--- config.mk ---
export PLATFORM = sky130hd
export DESIGN_NAME = div_iter
export DESIGN_NICKNAME = d
export VERILOG_FILES = /design/src/rtl/div_iter.sv
export SDC_FILE = /design/constraint.sdc
export NUM_CORES = 1
export LEC_CHECK = 0
export ABC_CLOCK_PERIOD_IN_PS = 11800
export BUFFER_PORTS_ARGS = -buffer_cell sky130_fd_sc_hd__buf_2
export CORE_ASPECT_RATIO = 0.5
export CORE_UTILIZATION = 41
export DETAILED_ROUTE_END_ITERATION = 6
export PLACE_DENSITY = 0.58
export SYNTH_ARGS = -nofsm -noshare
export SYNTH_HDL_FRONTEND = slang
export SYNTH_SLANG_ARGS = --single-unit
--- constraint.sdc ---
create_clock -name clk -period 11.8 [get_ports clk]
set_input_delay 1.77 -clock clk [delete_from_list [all_inputs] [get_ports clk]]
set_output_delay 1.77 -clock clk [all_outputs]
set_load 0.01 [all_outputs]
--- src/rtl/div_iter.sv ---
// Multi-cycle restoring radix-2 divider for DIV/DIVU in EX; one quotient bit per cycle.
// Result is packed {remainder, quotient} so it can be loaded straight into {HI, LO}.
module div_iter #(
    parameter int WIDTH = 32,
    parameter int CNT_W = $clog2(WIDTH) + 1
) (
    input  logic                 clk,
    input  logic                 rst,
    input  logic                 start,
    input  logic                 signed_div,
    input  logic                 annul,
    input  logic [WIDTH-1:0]     opdata1,
    input  logic [WIDTH-1:0]     opdata2,
    output logic [2*WIDTH-1:0]   result,
    output logic                 ready,
    output logic                 busy
);

    typedef enum logic [1:0] {
        IDLE    = 2'd0,
        DIVZERO = 2'd1,
        ON      = 2'd2,
        END     = 2'd3
    } state_t;

    state_t             state;
    state_t             state_nx;

    logic [CNT_W-1:0]   cnt;
    logic [WIDTH-1:0]   dividend_raw;
    logic [WIDTH-1:0]   quo_q;
    logic [WIDTH-1:0]   rem_q;
    logic [WIDTH-1:0]   dvs_q;
    logic               neg_quo;
    logic               neg_rem;

    logic               accept;
    logic               last_iter;
    logic [WIDTH-1:0]   dividend_mag;
    logic [WIDTH-1:0]   divisor_mag;
    logic [WIDTH:0]     shifted;
    logic [WIDTH:0]     diff;
    logic               ge;
    logic [WIDTH-1:0]   rem_n;
    logic [WIDTH-1:0]   quo_n;
    logic [WIDTH-1:0]   quo_fix;
    logic [WIDTH-1:0]   rem_fix;

    assign accept    = (state == IDLE) && start && !annul;
    assign last_iter = (cnt == CNT_W'(WIDTH - 1));

    assign busy  = (state == DIVZERO) || (state == ON);
    assign ready = (state == END);

    // The core works on magnitudes; signs are reapplied only once, on the final iteration.
    always_comb begin
        dividend_mag = opdata1;
        divisor_mag  = opdata2;
        if (signed_div && opdata1[WIDTH-1]) begin
            dividend_mag = ~opdata1 + 1'b1;
        end
        if (signed_div && opdata2[WIDTH-1]) begin
            divisor_mag = ~opdata2 + 1'b1;
        end
    end

    // The partial remainder is always below the divisor, so one extra bit holds the shifted trial value.
    always_comb begin
        shifted = {rem_q, quo_q[WIDTH-1]};
        diff    = shifted - {1'b0, dvs_q};
        ge      = ~diff[WIDTH];
        rem_n   = ge ? diff[WIDTH-1:0] : shifted[WIDTH-1:0];
        quo_n   = {quo_q[WIDTH-2:0], ge};
        quo_fix = neg_quo ? (~quo_n + 1'b1) : quo_n;
        rem_fix = neg_rem ? (~rem_n + 1'b1) : rem_n;
    end

    always_ff @(posedge clk) begin
        if (!rst) begin
            state <= IDLE;
        end else begin
            state <= state_nx;
        end
    end

    always_comb begin
        state_nx = state;
        case (state)
            IDLE: begin
                if (start && !annul) begin
                    state_nx = (opdata2 == '0) ? DIVZERO : ON;
                end
            end
            DIVZERO: begin
                state_nx = annul ? IDLE : END;
            end
            ON: begin
                if (annul) begin
                    state_nx = IDLE;
                end else if (last_iter) begin
                    state_nx = END;
                end
            end
            END: begin
                state_nx = start ? END : IDLE;
            end
            default: begin
                state_nx = IDLE;
            end
        endcase
    end

    // result is written only on the way into END, so it holds across IDLE and annulled operations.
    always_ff @(posedge clk) begin
        if (!rst) begin
            cnt          <= '0;
            result       <= '0;
            dividend_raw <= '0;
            quo_q        <= '0;
            rem_q        <= '0;
            dvs_q        <= '0;
            neg_quo      <= 1'b0;
            neg_rem      <= 1'b0;
        end else begin
            case (state)
                IDLE: begin
                    if (accept) begin
                        dividend_raw <= opdata1;
                        quo_q        <= dividend_mag;
                        rem_q        <= '0;
                        dvs_q        <= divisor_mag;
                        neg_quo      <= signed_div & (opdata1[WIDTH-1] ^ opdata2[WIDTH-1]);
                        neg_rem      <= signed_div & opdata1[WIDTH-1];
                        cnt          <= '0;
                    end
                end
                DIVZERO: begin
                    if (annul) begin
                        cnt <= '0;
                    end else begin
                        result <= {dividend_raw, {WIDTH{1'b1}}};
                    end
                end
                ON: begin
                    if (annul) begin
                        cnt <= '0;
                    end else begin
                        quo_q <= quo_n;
                        rem_q <= rem_n;
                        cnt   <= cnt + 1'b1;
                        if (last_iter) begin
                            result <= {rem_fix, quo_fix};
                        end
                    end
                end
                default: begin
                end
            endcase
        end
    end

endmodule

Word-level counts from Yosys, hierarchy flattened --
Cells that the tools add are included.
Word-level totals: register bits after elaboration 202, output and inout port bits 66, word-level logic and storage cells 77, input bits 69
Cells by class: mux-type cells 26, reduce and logical (&&, ||, !) cells 17, add/sub/neg operators 6, equality and inequality tests 11, bitwise operators 8
Operators with widths (number):
- two-way mux 32 bit | 9
- two-way mux 64 bit | 3
- adder 32 x 1 -> 32 bit, second input constant | 4
- inverter 32 bit | 4
- case mux 32 bit (2 select lines) | 2
- case mux 64 bit (2 select lines) | 1
- subtractor 33 x 32 -> 33 bit | 1
- zero test 32 bit | 1
- two-way mux 6 bit | 3
- case mux 6 bit (3 select lines) | 1
- two-way mux 2 bit | 6
- inequality test 2 bit, second input constant | 5
- case mux 2 bit (4 select lines) | 1
- adder 6 x 1 -> 6 bit, second input constant | 1
- == test 6 x 5 -> 1 bit, second input constant | 1
- AND reduction 3 bit | 2
- logical AND 1 bit | 5
- == test 2 bit, second input constant | 2
- AND reduction 2 bit | 2
- AND reduction 4 bit | 1
- nonzero test 2 bit | 2
- inequality test 3 bit, second input constant | 1
- nonzero test 3 bit | 1
- AND 1 bit | 2
- 7 further kinds | 7

Depth between registers and ports, before layout --
depth in word-level cells 8, depth in mapped cells 27, gate-level depth less buffers 23

Worst setup path before layout --
OpenSTA, ideal clock, no wires.
kind reg2reg, start reg quo_q[31], end reg result[54], clock period less this slack 4.872 ns, stages on the path, launching flop included 26, arrival time 4.797 ns, setup time 0.074 ns, required time 11.726 ns, path slack 6.928 ns, cell sequence dfxtp_1 > inv_1 > ha_1 > inv_1 > fa_1 > a211oi_2 > o31ai_4 > o21bai_2 > and2_1 > o221ai_2 > nand2_4 > buf_4 > buf_2 > buf_2 > a21oi_1 > inv_1 > ha_1 > inv_1 > nor3b_1 > nand2_1 > nor4b_1 > a32oi_1 > nor2_1 > a31oi_1 > mux2_1 > a31oi_1
On the way: longest elaborated chain between the ends 8
RTL lines:
- start, declared | line 31 | logic [WIDTH-1:0] quo_q;
- start signal, assigned | line 129 | quo_q <= dividend_mag;
- start signal, assigned | line 148 | quo_q <= quo_n;
- subtractor 33 x 32 -> 33 bit | line 70 | diff = shifted - {1'b0, dvs_q};
- two-way mux 32 bit (*) | line 72 | rem_n = ge ? diff[WIDTH-1:0] : shifted[WIDTH-1:0];
- inverter 32 bit | line 75 | rem_fix = neg_rem ? (~rem_n + 1'b1) : rem_n;
- adder 32 x 1 -> 32 bit | line 75
- two-way mux 32 bit (*) | line 75
- two-way mux 64 bit (*) | line 151 | if (last_iter) begin
- two-way mux 64 bit (*) | line 145 | if (annul) begin
- case mux 64 bit (2 select lines) (*) | line 125 | case (state)
- end signal, assigned | line 141 | result <= {dividend_raw, {WIDTH{1'b1}}};
- end signal, assigned | line 152 | result <= {rem_fix, quo_fix};
- end, declared | line 14 | output logic [2*WIDTH-1:0] result,
Every way passes the cells marked *; elsewhere a longest branch is shown, timed or not. The select of a mux whose other input is x is not followed. A chain may end at the register's enable or synchronous reset.

Worst setup path in the final report --
start reg quo_q[31], end reg result[62]
Same word-level chain as after synthesis.

==> flow_metrics.env <==
export IMPL_status="finished clean"
export IMPL_crit_fanout=59
export IMPL_first_pass_iters=6
export IMPL_syn_nets=1916
export IMPL_hold_buffers=0
export IMPL_fin_tns_setup_ns=0
export IMPL_ys_seq_area_share_pct=30.2
export IMPL_hold_violations=0
export IMPL_hold_path_class="flip-flop to flip-flop"
export IMPL_final_area_mm2=0.0150
export IMPL_die_x_um=258
export IMPL_worst_setup_hold_path_clk_slew_ns=0.06
export IMPL_syn_area_mm2=0.0134
export IMPL_ant_nets=0
export IMPL_synth_flop_cell="dfxtp_1"
export IMPL_grt_max_degree=93
export IMPL_cts_sinks=202
export IMPL_drtIter0Drc=1144
export IMPL_yosysUniqueCellTypes=91
export IMPL_final_max_slew_viol_count=0
export IMPL_multi_input_area_mm2=0.00869
export IMPL_portBuffers=134
export IMPL_p_leak_uw=0.00574
export IMPL_worstReg2RegStart="quo_q[31]"
export IMPL_crit_type="flip-flop to flip-flop"
export IMPL_fmax_mhz=171
export IMPL_drive_above_1_share_pct=12.2
export IMPL_period_needed_ns=5.86
export IMPL_regArea_mm2=0.00404
export IMPL_cts_path_max_buffers=3
export IMPL_gp_congestion=0.858
export IMPL_peakVddDrop_mv=0.133
export IMPL_postCtsSetupBuffers=0
export IMPL_coreArea_mm2=0.0319
export IMPL_finalNetCount=1978
export IMPL_p_per_area_mw_per_mm2=201
export IMPL_grt_pass1_wl_um=64400
export IMPL_finClkSkew_ns=0.0114
export IMPL_startpoint_type="flip-flop"
export IMPL_cts_root_buf="clkbuf_16"
export IMPL_finalCritPeriodShare_pct=49.6
export IMPL_drc=0
export IMPL_grt_overflow=0
export IMPL_start_util_pct=42.0
export IMPL_yosys_warnings=0
export IMPL_grt_setup_unrepaired="false"
export IMPL_vias=12800
export IMPL_cts_buffers=22
export IMPL_wire_per_inst_um=18.0
export IMPL_n_antenna_cell=0
export IMPL_synth_edff_count=0
export IMPL_grt_pass1_vias=11200
export IMPL_die_h_um=130
export IMPL_cts_tree="yes"
export IMPL_cts_resized=0
export IMPL_track_usage_pct=24.0
export IMPL_n_fill_cell=3276
export IMPL_htree_levels=1
export IMPL_boundaryPins=135
export IMPL_setup_violations=0
export IMPL_cp_arrival_ns=6.27
export IMPL_num_rows=46
export IMPL_syn_to_final_growth_pct=12.0
export IMPL_die_area_mm2=0.0335
export IMPL_startpoint="quo_q[31]"
export IMPL_async_flop_share_pct=0
export IMPL_dp_hpwl_um=30300
export IMPL_dp_slack_ns=6.09
export IMPL_slew_headroom_pct=20.6
export IMPL_crit_path_end_kind="flip-flop"
export IMPL_worstHoldStart="dvs_q[20]"
export IMPL_clock_latency_ns=0.54
export IMPL_cp_required_ns=12.22
export IMPL_syn_inst=1803
export IMPL_via_per_inst=5.54
export IMPL_tightestPinTransition_ns=1.18
export IMPL_ys_ff_latch=202
export IMPL_max_cap_violations=0
export IMPL_post_dp_cell_area_mm2=0.0143
export IMPL_routed_wl_um=41700
export IMPL_setup_slack_ns=5.94
export IMPL_grt_antenna_before_repair=0
export IMPL_syn_area_per_cell_um2=7.44
==> sequential cells by signal (all words and copies together) (netlist names) <==
| signal | flops |
|---|---|
| neg_rem | 1 |
| rem_q | 32 |
| dvs_q | 32 |
| neg_quo | 1 |
| dividend_raw | 32 |
| quo_q | 32 |
| state | 2 |
| result | 64 |
| cnt | 6 |
==> metrics by stage <==
stage,cells,power (uW),util [%],hold slack [ns]
after floorplan,1803,1890,-,0.432
after global placement,2273,2270,44.6,0.442
after CTS,2313,3030,47.0,0.459
after detailed placement,2273,2280,44.6,0.450
after global routing,2313,3220,47.0,0.476
final,2313,3020,47.0,0.460
==> where the power goes <==
group          internal (uW)  switching [uW]  total (uW)
clock network            438             308         746
logic                    463             898        1360
registers                812             100         912
total                   1710            1310        3020
==> Yosys cell counts, types with 7 or more instances <==
master      n  area share, %
a211o_1     7           0.46
a211oi_1   44            2.5
a21o_1     15           0.84
a21oi_1   206            7.7
a22oi_1     7           0.39
a311oi_1   13           0.85
a31oi_1    27            1.3
and2_1     16           0.75
and3_1      7           0.33
buf_2      15           0.56
clkbuf_1   79            2.2
dfxtp_1   202             30
ha_1       43            4.0
inv_1      55            1.5
mux2i_1    40            3.0
nand2_1   248            6.9
nand2b_1   16           0.75
nand3_1    24           0.90
nand4_1    12           0.56
nor2_1    204            5.7
nor2b_1     7           0.33
nor3_1     29            1.1
nor4_1     26            1.2
o211ai_1   11           0.62
o21ai_0   125            4.7
o21ai_1     7           0.26
o31ai_1    20            1.1
o41ai_1    12           0.78
or2_2       8           0.37
or3_1      22            1.0
or4_1      15           0.84
xnor2_1    53            3.5
xor2_1     81            5.3
==> layout make-up <==
| type | count | area share (%) |
|---|---|---|
| Sequential cell | 202 | 26.9 |
| Inverter | 57 | 1.44 |
| Clock inverter | 6 | 0.608 |
| Timing Repair Buffer | 147 | 5.11 |
| Multi-Input combinational cell | 1435 | 57.8 |
| Clock buffer | 34 | 4.50 |
| Tap cell | 432 | 3.60 |
==> path summary, 6_finish.rpt <==
path / end / slack (ns) / depth (start not counted)
max: result[62] / 5.94 / 21
min: dvs_q[20] / 0.46 / 2
max reg2reg: result[62] / 5.94 / 21
min reg2reg: dvs_q[20] / 0.46 / 2
==> logic make-up (layout without fill, tap and decap cells) <==
logic type | after synthesis | after routing | synth area share, %
flip-flops | 202 | 202 | 30.2
XOR/XNOR | 134 | 134 | 8.75
buffers and inverters | 166 | 244 | 5.45
AO/OA/AOI/OAI | 553 | 553 | 25.7
adder cells (fa/ha/maj) | 44 | 44 | 4.16
AND/OR/NAND/NOR | 659 | 659 | 22.4
multiplexers | 45 | 45 | 3.42
==> layout by cell type, fill, tap and decap left out, types with 5 or more instances in the layout <==
cell         n
or4_1       15
a21oi_1    206
o31ai_1     20
clkbuf_16   22
buf_4       13
mux2i_1     40
buf_2      134
dfxtp_1    202
or2_2        8
nand3b_1     5
a31oi_1     27
xor2_1      81
xnor2_1     53
o21ai_0    124
o211ai_1    11
a21o_1      15
nor3_1      28
nor2_1     202
a22oi_1      7
o2111ai_1    5
nor4_1      26
ha_1        42
nand2_1    248
o21a_1       6
o41ai_1     12
and3_1       7
a311oi_1    13
nand4_1     12
inv_1       54
a211o_1      7
nor2b_1      7
nand2b_1    16
and2_1      16
or3_1       22
nand3_1     23
clkbuf_8     8
a211oi_1    44
o21ai_1      6
nor4b_1      6
==> per-layer routing <==
layer	routed length, um	up-vias	global-route usage, %
li1	-	6564	-
met4	592	0	4.07
met2	17200	322	35.3
met3	2390	36	3.19
met5	0	-	0
met1	21500	5891	37.2
==> worst max-delay path, cell delays in order, from the launching register on <==
cell      delay, ns
dfxtp_1        0.32
inv_1          0.09
ha_1           0.20
inv_1          0.06
fa_1           0.41
a211oi_2       0.30
o31ai_4        0.14
o21bai_2       0.23
and2_1         0.24
o221ai_2       0.25
nand2_4        0.11
buf_4          0.60
mux2i_1        0.37
ha_1           0.23
inv_1          0.07
nor3b_1        0.41
nand2_1        0.14
nor4b_1        0.46
a32oi_1        0.29
nor4_1         0.49
mux2i_1        0.24
nor3_1         0.06
Note: power is estimated with default switching activity, not from simulation.
